## config.mk

```make
export PLATFORM = sky130hd
export DESIGN_NAME = keypad_code_entry
export DESIGN_NICKNAME = d
export VERILOG_FILES = /design/src/rtl/keypad_code_entry.sv
export SDC_FILE = /design/constraint.sdc
export NUM_CORES = 1
export LEC_CHECK = 0
export CORE_MARGIN = 2
export CORE_UTILIZATION = 59
export DETAILED_ROUTE_END_ITERATION = 8
export PLACE_DENSITY = 0.84
export SETUP_SLACK_MARGIN = 0.15
export SYNTH_ARGS = -nofsm -noshare
export SYNTH_HDL_FRONTEND = slang
export SYNTH_SLANG_ARGS = --single-unit
```

## constraint.sdc

```tcl
create_clock -name clk -period 6.7 [get_ports clk]
set_clock_uncertainty 0.15 [all_clocks]
set_input_delay 1.005 -clock clk [delete_from_list [all_inputs] [get_ports clk]]
set_output_delay 1.005 -clock clk [all_outputs]
set_load 0.005 [all_outputs]
```

## src/rtl/keypad_code_entry.sv

```systemverilog
// keypad_code_entry
//   Scans a 4x4 active-low matrix keypad one column at a time, debounces the
//   press and the release, and assembles up to four BCD digits for the LCD
//   driver and the safe's main FSM.
//
//   Configuration macro: KEYPAD_BACKSPACE_EN
//     defined   -> '*' removes the newest digit (no effect on an empty buffer)
//     undefined -> '*' clears the whole buffer
//
//   Ports
//     clk                in   system clock
//     rst                in   synchronous, active-high reset
//     entry_en           in   1 = accepted keys modify the buffer
//     clr                in   synchronous buffer clear (wins over a key)
//     key_row_n[3:0]     in   keypad rows, active-low, asynchronous
//     key_col_n[3:0]     out  column drive, active-low, exactly one low
//     user_input[15:0]   out  4 BCD digits, [15:12] oldest .. [3:0] newest
//     digit_count[2:0]   out  digits held, 0..4
//     data_update_pulse  out  1-cycle strobe when user_input/digit_count change
//     enter_pulse        out  1-cycle strobe on '#'
//     code_full          out  digit_count == 4
//
//   state    | meaning
//   ---------+-------------------------------------------------------------
//   SCAN     | drive col_idx for SCAN_DIV cycles, then sample the rows
//   DEBOUNCE | latched row must stay low DEBOUNCE_CYCLES cycles
//   ACCEPT   | one cycle: apply the key to the buffer
//   RELEASE  | all rows must stay high DEBOUNCE_CYCLES cycles
module keypad_code_entry #(
    parameter int SCAN_DIV        = 16,
    parameter int DEBOUNCE_CYCLES = 1000,
    parameter int CNT_W           = 16
) (
    input  logic        clk,
    input  logic        rst,
    input  logic        entry_en,
    input  logic        clr,
    input  logic [3:0]  key_row_n,
    output logic [3:0]  key_col_n,
    output logic [15:0] user_input,
    output logic [2:0]  digit_count,
    output logic        data_update_pulse,
    output logic        enter_pulse,
    output logic        code_full
);

    localparam logic [1:0] ST_SCAN     = 2'd0;
    localparam logic [1:0] ST_DEBOUNCE = 2'd1;
    localparam logic [1:0] ST_ACCEPT   = 2'd2;
    localparam logic [1:0] ST_RELEASE  = 2'd3;

    localparam logic [1:0] K_NONE  = 2'd0;
    localparam logic [1:0] K_DIGIT = 2'd1;
    localparam logic [1:0] K_STAR  = 2'd2;
    localparam logic [1:0] K_HASH  = 2'd3;

    // Timer is a down-counter; the terminal count (zero) marks the last
    // cycle of a dwell or debounce window.
    localparam logic [CNT_W-1:0] DWELL_LOAD = CNT_W'(SCAN_DIV - 1);
    localparam logic [CNT_W-1:0] DEB_LOAD   = CNT_W'(DEBOUNCE_CYCLES - 1);

    logic [3:0]       row_meta;
    logic [3:0]       row_sync;
    logic [1:0]       state;
    logic [1:0]       col_idx;
    logic [1:0]       key_row;
    logic [CNT_W-1:0] timer;
    logic             row_any_low;
    logic [1:0]       low_idx;
    logic [1:0]       key_kind;
    logic [3:0]       key_digit;
    logic             accept;

    assign key_col_n   = ~(4'b0001 << col_idx);
    assign row_any_low = ~&row_sync;
    assign code_full   = (digit_count == 3'd4);
    assign accept      = (state == ST_ACCEPT) && entry_en;

    // Lowest-index low row wins when several keys in a column are down.
    always_comb begin
        low_idx = 2'd3;
        if (!row_sync[0])      low_idx = 2'd0;
        else if (!row_sync[1]) low_idx = 2'd1;
        else if (!row_sync[2]) low_idx = 2'd2;
    end

    always_comb begin
        key_kind  = K_NONE;
        key_digit = 4'd0;
        case ({key_row, col_idx})
            4'b00_00: begin key_kind = K_DIGIT; key_digit = 4'd1; end
            4'b00_01: begin key_kind = K_DIGIT; key_digit = 4'd2; end
            4'b00_10: begin key_kind = K_DIGIT; key_digit = 4'd3; end
            4'b01_00: begin key_kind = K_DIGIT; key_digit = 4'd4; end
            4'b01_01: begin key_kind = K_DIGIT; key_digit = 4'd5; end
            4'b01_10: begin key_kind = K_DIGIT; key_digit = 4'd6; end
            4'b10_00: begin key_kind = K_DIGIT; key_digit = 4'd7; end
            4'b10_01: begin key_kind = K_DIGIT; key_digit = 4'd8; end
            4'b10_10: begin key_kind = K_DIGIT; key_digit = 4'd9; end
            4'b11_00: key_kind = K_STAR;
            4'b11_01: begin key_kind = K_DIGIT; key_digit = 4'd0; end
            4'b11_10: key_kind = K_HASH;
            default:  key_kind = K_NONE;
        endcase
    end

    always_ff @(posedge clk) begin
        if (rst) begin
            row_meta <= 4'hF;
            row_sync <= 4'hF;
        end else begin
            row_meta <= key_row_n;
            row_sync <= row_meta;
        end
    end

    always_ff @(posedge clk) begin
        if (rst) begin
            state   <= ST_SCAN;
            col_idx <= 2'd0;
            key_row <= 2'd0;
            timer   <= DWELL_LOAD;
        end else begin
            case (state)
                ST_SCAN: begin
                    if (timer == '0) begin
                        if (row_any_low) begin
                            key_row <= low_idx;
                            timer   <= DEB_LOAD;
                            state   <= ST_DEBOUNCE;
                        end else begin
                            col_idx <= col_idx + 2'd1;
                            timer   <= DWELL_LOAD;
                        end
                    end else begin
                        timer <= timer - CNT_W'(1);
                    end
                end
                ST_DEBOUNCE: begin
                    // A bounce back to high abandons the press; the column is
                    // kept so the same key is picked up again on the next dwell.
                    if (row_sync[key_row]) begin
                        timer <= DWELL_LOAD;
                        state <= ST_SCAN;
                    end else if (timer == '0) begin
                        state <= ST_ACCEPT;
                    end else begin
                        timer <= timer - CNT_W'(1);
                    end
                end
                ST_ACCEPT: begin
                    timer <= DEB_LOAD;
                    state <= ST_RELEASE;
                end
                default: begin
                    if (row_any_low) begin
                        timer <= DEB_LOAD;
                    end else if (timer == '0) begin
                        timer <= DWELL_LOAD;
                        state <= ST_SCAN;
                    end else begin
                        timer <= timer - CNT_W'(1);
                    end
                end
            endcase
        end
    end

    always_ff @(posedge clk) begin
        if (rst) begin
            user_input        <= '0;
            digit_count       <= '0;
            data_update_pulse <= 1'b0;
            enter_pulse       <= 1'b0;
        end else begin
            data_update_pulse <= 1'b0;
            // '#' still reports a submit even if clr discards the buffer update.
            enter_pulse       <= accept && (key_kind == K_HASH);
            if (clr) begin
                user_input        <= '0;
                digit_count       <= '0;
                data_update_pulse <= 1'b1;
            end else if (accept) begin
                case (key_kind)
                    K_DIGIT: begin
                        if (digit_count != 3'd4) begin
                            user_input        <= {user_input[11:0], key_digit};
                            digit_count       <= digit_count + 3'd1;
                            data_update_pulse <= 1'b1;
                        end
                    end
                    K_STAR: begin
`ifdef KEYPAD_BACKSPACE_EN
                        if (digit_count != 3'd0) begin
                            user_input        <= {4'd0, user_input[15:4]};
                            digit_count       <= digit_count - 3'd1;
                            data_update_pulse <= 1'b1;
                        end
`else
                        user_input        <= '0;
                        digit_count       <= '0;
                        data_update_pulse <= 1'b1;
`endif
                    end
                    default: begin
                    end
                endcase
            end
        end
    end

endmodule

```

Yosys cells after proc, flatten, opt, wreduce, memory -nomap -nowiden
Index checks and enable logic that the tools add are counted.
{"block": "word_totals", "ff_bits": 51, "latchBits": 0, "mem_bits_rw": 0, "romBits": 0, "inputBits": 8, "output_inout_bits": 26, "word_cells": 84, "mem_count": 0}
{"block": "classes", "n_addsub": 3, "mul": 0, "div": 0, "magnitude_cmp": 1, "n_eq_ne": 23, "shifts": 1, "mux": 29, "bitwise_logic": 2, "n_reduce_logical": 15}
{"cell": "2-to-1 mux 16 bit", "count": 6}
{"cell": "one-hot mux 16 bit (3 select lines)", "count": 1}
{"cell": "one-hot mux 4 bit (9 select lines)", "count": 1}
{"cell": "one-hot mux 16 bit (2 select lines)", "count": 1}
{"cell": "== test 4 bit, second input constant", "count": 6}
{"cell": "zero test 16 bit", "count": 1}
{"cell": "2-to-1 mux 2 bit", "count": 8}
{"cell": "subtractor 16 x 1 -> 16 bit, second input constant", "count": 1}
{"cell": "== test 4 x 3 -> 1 bit, second input constant", "count": 3}
{"cell": "one-hot mux 2 bit (3 select lines)", "count": 2}
{"cell": "2-to-1 mux 10 bit", "count": 1}
{"cell": "OR reduction 10 bit", "count": 1}
{"cell": "!= test 3 bit, second input constant", "count": 3}
{"cell": "== test 2 bit, second input constant", "count": 3}
{"cell": "!= test 2 bit, second input constant", "count": 3}
{"cell": "one-hot mux 3 bit (2 select lines)", "count": 1}
{"cell": "AND reduction 3 bit", "count": 2}
{"cell": "AND reduction 6 bit", "count": 1}
{"cell": "2-to-1 mux 1 bit", "count": 5}
{"cell": "AND reduction 5 bit", "count": 1}
{"cell": "== test 2 x 1 -> 1 bit, second input constant", "count": 2}
{"cell": "== test 4 x 1 -> 1 bit, second input constant", "count": 1}
{"cell": "== test 4 x 2 -> 1 bit, second input constant", "count": 1}
{"cell": "zero test 4 bit", "count": 1}
{"cell": "other kinds (17)", "count": 18}

Longest topological paths before layout
{"block": "logic_depth", "depth_word": 7, "mapped_depth": 12, "ltp_nobuf": 11}

Worst setup path after synthesis
No wires, ideal clock.
{"block": "synth_path", "path_type": "reg2reg", "startpoint": "reg col_idx[0]", "endpoint": "reg digit_count[1]", "setup_time_ps": 128, "arrival_time_ps": 2089, "required_ps": 6422, "setup_slack_ps": 4333, "stages_incl_launch_ff": 12, "path_cell_list": "dfxtp_1 inv_1 ha_1 nor2_1 nor2_1 ha_1 clkbuf_1 o211ai_1 clkbuf_1 nor3b_1 a21oi_1 nor2_1"}
{"block": "synth_between", "elab_chain_len": 6, "elab_cells_between_ends": 20, "cone_classes": "eq/ne (14); mux (2); reduce/logical (4)"}
{"item": "start, declared", "line_no": "65", "rtl": "logic [1:0] col_idx;"}
{"item": "start signal, assigned", "line_no": "132", "rtl": "col_idx <= col_idx + 2'd1;"}
{"item": "== test 4 bit (tied with other cells)", "line_no": "90", "rtl": "case ({key_row, col_idx})"}
{"item": "OR reduction 10 bit (no source line)"}
{"item": "one-hot mux 2 bit (3 select lines) *", "line_no": "90"}
{"item": "== test 2 x 1 -> 1 bit or == test 2 bit (tied branches)", "line_no": "184", "rtl": "case (key_kind)"}
{"item": "!= test 2 bit (no source line) or nonzero test 2 bit (tied branches)"}
{"item": "AND reduction 3 bit (no source line)"}
{"item": "end signal, assigned", "line_no": "188", "rtl": "digit_count <= digit_count + 3'd1;"}
{"item": "end, declared", "line_no": "41", "rtl": "output logic [2:0] digit_count,"}
Every way passes the cells marked *; elsewhere a longest branch is shown, timed or not.
A chain may end at the register's enable or synchronous reset.

Worst setup path in the final report
{"block": "layout_path", "startpoint": "reg col_idx[0]", "endpoint": "reg user_input[14]"}
{"block": "layout_between", "elab_chain_len": 6, "elab_cells_between_ends": 20, "cone_classes": "eq/ne (14); mux (2); reduce/logical (4)"}
{"item": "== test 4 bit (tied with other cells)", "line_no": "90"}
{"item": "OR reduction 10 bit (no source line)"}
{"item": "one-hot mux 2 bit (3 select lines) *", "line_no": "90"}
{"item": "== test 2 x 1 -> 1 bit or == test 2 bit (tied branches)", "line_no": "184"}
{"item": "!= test 2 bit (no source line) or nonzero test 2 bit (tied branches)"}
{"item": "AND reduction 3 bit (no source line)"}
{"item": "end signal, assigned", "line_no": "187", "rtl": "user_input <= {user_input[11:0], key_digit};"}
{"item": "end, declared", "line_no": "40", "rtl": "output logic [15:0] user_input,"}
Marks and branches as above.

==> out/qor.csv <==
metric,value,unit
met3_usage,0.0556,
antenna_found_initial,0,
diodes,0,
r2r-end,user_input[14],
maxCapViolCount,0,
criticalPathCategory,flip-flop to flip-flop,
combPwrFrac,0.047,
p_total,0.000517,W
ir_drop,0.000169,V
numPlacedInstances,376,
synth_seq_area_share,0.390,
nNetsFinal,350,
yosysWarnings,0,
grt_pass1_wl,8960,um
wire_per_inst,13.8,um
rows,24,
p_int,0.000403,W
drt-total-wl,5280,um
layout_commonest_cell,dfxtp_1,
cts_resized,0,
syn2layout_area_growth,16.4,%
r2r_slack,3.66,ns
clk_latency,0.31,ns
core,4320,sq um
gr-total-overflow,0,
busiest_layer,met2,
pin_count,34,
syn-instance-count,306,
cp_data_required_time,6.75,ns
ys_ff_latch,51,
netlist_area,2620,sq um
hold_viol_final,0,
synth_cell_type_count,57,
met2_usage,0.378,
fin_crit_sh,0.453,
min_path_type,flip-flop to flip-flop,
final-instance-count-excl-fill,384,
die_x,70.6,um
final_cell_mix,"dfxtp_1 (51), nor2_1 (38), clkdlybuf4s50_1 (33), a21oi_1 (28), inv_1 (17)",
p_leak,1.07,nW
dr.first_iter.drc_count,113,
grt_pass1_vias,2025,
viasPerCell,5.86,
maxSlewViolCount,0,
holdBufCountCts,0,
syn_area_per_cell,8.55,sq um
swShare,0.220,
tightest_slew,0.877,ns
die_h,70.6,um
max_slew_margin,0.413,
cts-htree-levels,2,
cts_setup_buffers,0,
finalSetupTns,0,ns
synthArstFlopShare,0,
p_clk_frac,0.354,
grt_max_degree,27,
setup_viol,0,
die-area,4980,sq um
dr_total_vias,2249,
r2r_cells,10,
routabilityCongestion,0.852,
numPortBuffers,33,
initial_core_util,0.605,
met1_usage,0.280,
clockRootBuffer,clkbuf_8,
dpl.hpwl,3900,um
timing.rr.start,col_idx[0],
numCtsBuffers,5,
endpoint,user_input[14],
finalCriticalPeriod,3.04,ns
max_freq,329,MHz
synth_edf_count,0,
path_clk_slew,0.09,ns
syn_nets,325,
ant_nets,0,
cp-startpoint,col_idx[0],
cts_tree,built,
ys.flop_type,dfxtp_1,
crit_path_end_kind,flip-flop,
p_switching,0.000114,W
drc_errors,0,
cts.sinks,51,
power_density,170,nW/um^2
drive_gt1_frac,0.0813,
rsz0062_at_grt,no,
p_seq_frac,0.599,
groute.usage.overall,0.224,
detail_route.first_pass.iterations,4,
cts_max_path_buffers,2,
hold_path_depth,1,
cp_max_fo,22,
outcome,completed,
start_kind,flip-flop,
critPathArrivalTime,3.08,ns
## worst min path at each step
stage	from	to	slack, ns
floorplan	row_meta[0]	row_sync[0]	0.24
detailed placement	row_meta[1]	row_sync[1]	0.25
CTS	row_meta[1]	row_sync[1]	0.27
global route	row_meta[1]	row_sync[1]	0.28
global placement	row_meta[1]	row_sync[1]	0.24
finish	row_meta[1]	row_sync[1]	0.26
## Yosys cell counts, drive strengths merged (5+ instances only)
library cell | instances | area (sq um)
nor3 | 10 | 55.1
nand2 | 13 | 48.8
o22ai | 5 | 31.3
a21oi | 28 | 140
ha | 11 | 138
nand3 | 9 | 57.6
nor2 | 39 | 149
nor3b | 14 | 105
or4 | 5 | 37.5
or3 | 5 | 31.3
clkbuf | 12 | 45.0
o21ai | 8 | 40.0
or2 | 11 | 68.8
inv | 17 | 63.8
dfxtp | 51 | 1020
## power groups by stage
stage | clock network (W) | registers, W | logic [W]
CTS | 0.000189 | 0.000310 | 0.0000244
finish | 0.000183 | 0.000310 | 0.0000243
global route | 0.000202 | 0.000310 | 0.0000275
detailed placement | 0 | 0.000317 | 0.0000243
floorplan | 0 | 0.000316 | 0.0000161
global placement | 0 | 0.000317 | 0.0000236
## area by class of cell
| cell class | instances | area, sq um |
|---|---|---|
| clock buffers | 7 | 86.3 |
| clock inverters | 1 | 8.76 |
| fillers | 365 | 1280 |
| inverters | 17 | 63.8 |
| multi-input cells | 222 | 1460 |
| flip-flops and latches | 51 | 1020 |
| well taps | 52 | 65.1 |
| repair buffers | 34 | 338 |
## critical path, stage by stage, from the launching register on
cell and delay, ns:
dfxtp_1 0.42, inv_1 0.08, ha_1 0.25, nor2_1 0.14, nor2_1 0.09, ha_1 0.40
o211ai_1 0.74, buf_4 0.37, nor3b_1 0.08, a21oi_1 0.15, nor2_1 0.05
## per-layer routing
metal,vias to the layer above,share of wire
li1,1139,-
met1,1045,0.45
met2,58,0.49
met3,7,0.048
met4,0,0.014
met5,-,0
## cell families after synthesis
logic type,synth area share
compound gates,0.160
xor+xnor,0.0234
fa+ha+maj,0.0526
buf+inv,0.0507
flops,0.390
mux,0.0282
simple gates,0.294
## stage by stage
step | hold WS, ns | setup slack, ns | cell area, sq um | utilization
after detailed placement | 0.247 | 3.70 | 2950 | 0.682
after global routing | 0.277 | 3.32 | 3040 | 0.704
after floorplan | 0.239 | 4.33 | 2620 | -
after global placement | 0.240 | 3.76 | 2950 | 0.682
final | 0.265 | 3.66 | 3040 | 0.704
after CTS | 0.268 | 3.68 | 3040 | 0.704
## flip-flops by register name (all words and copies together), names as in the netlist
register	count
timer	16
state	2
digit_count	3
row_sync	4
data_update_pulse	1
col_idx	2
row_meta	4
key_row	2
enter_pulse	1
user_input	16
Note: power is estimated with default switching activity, not from simulation.
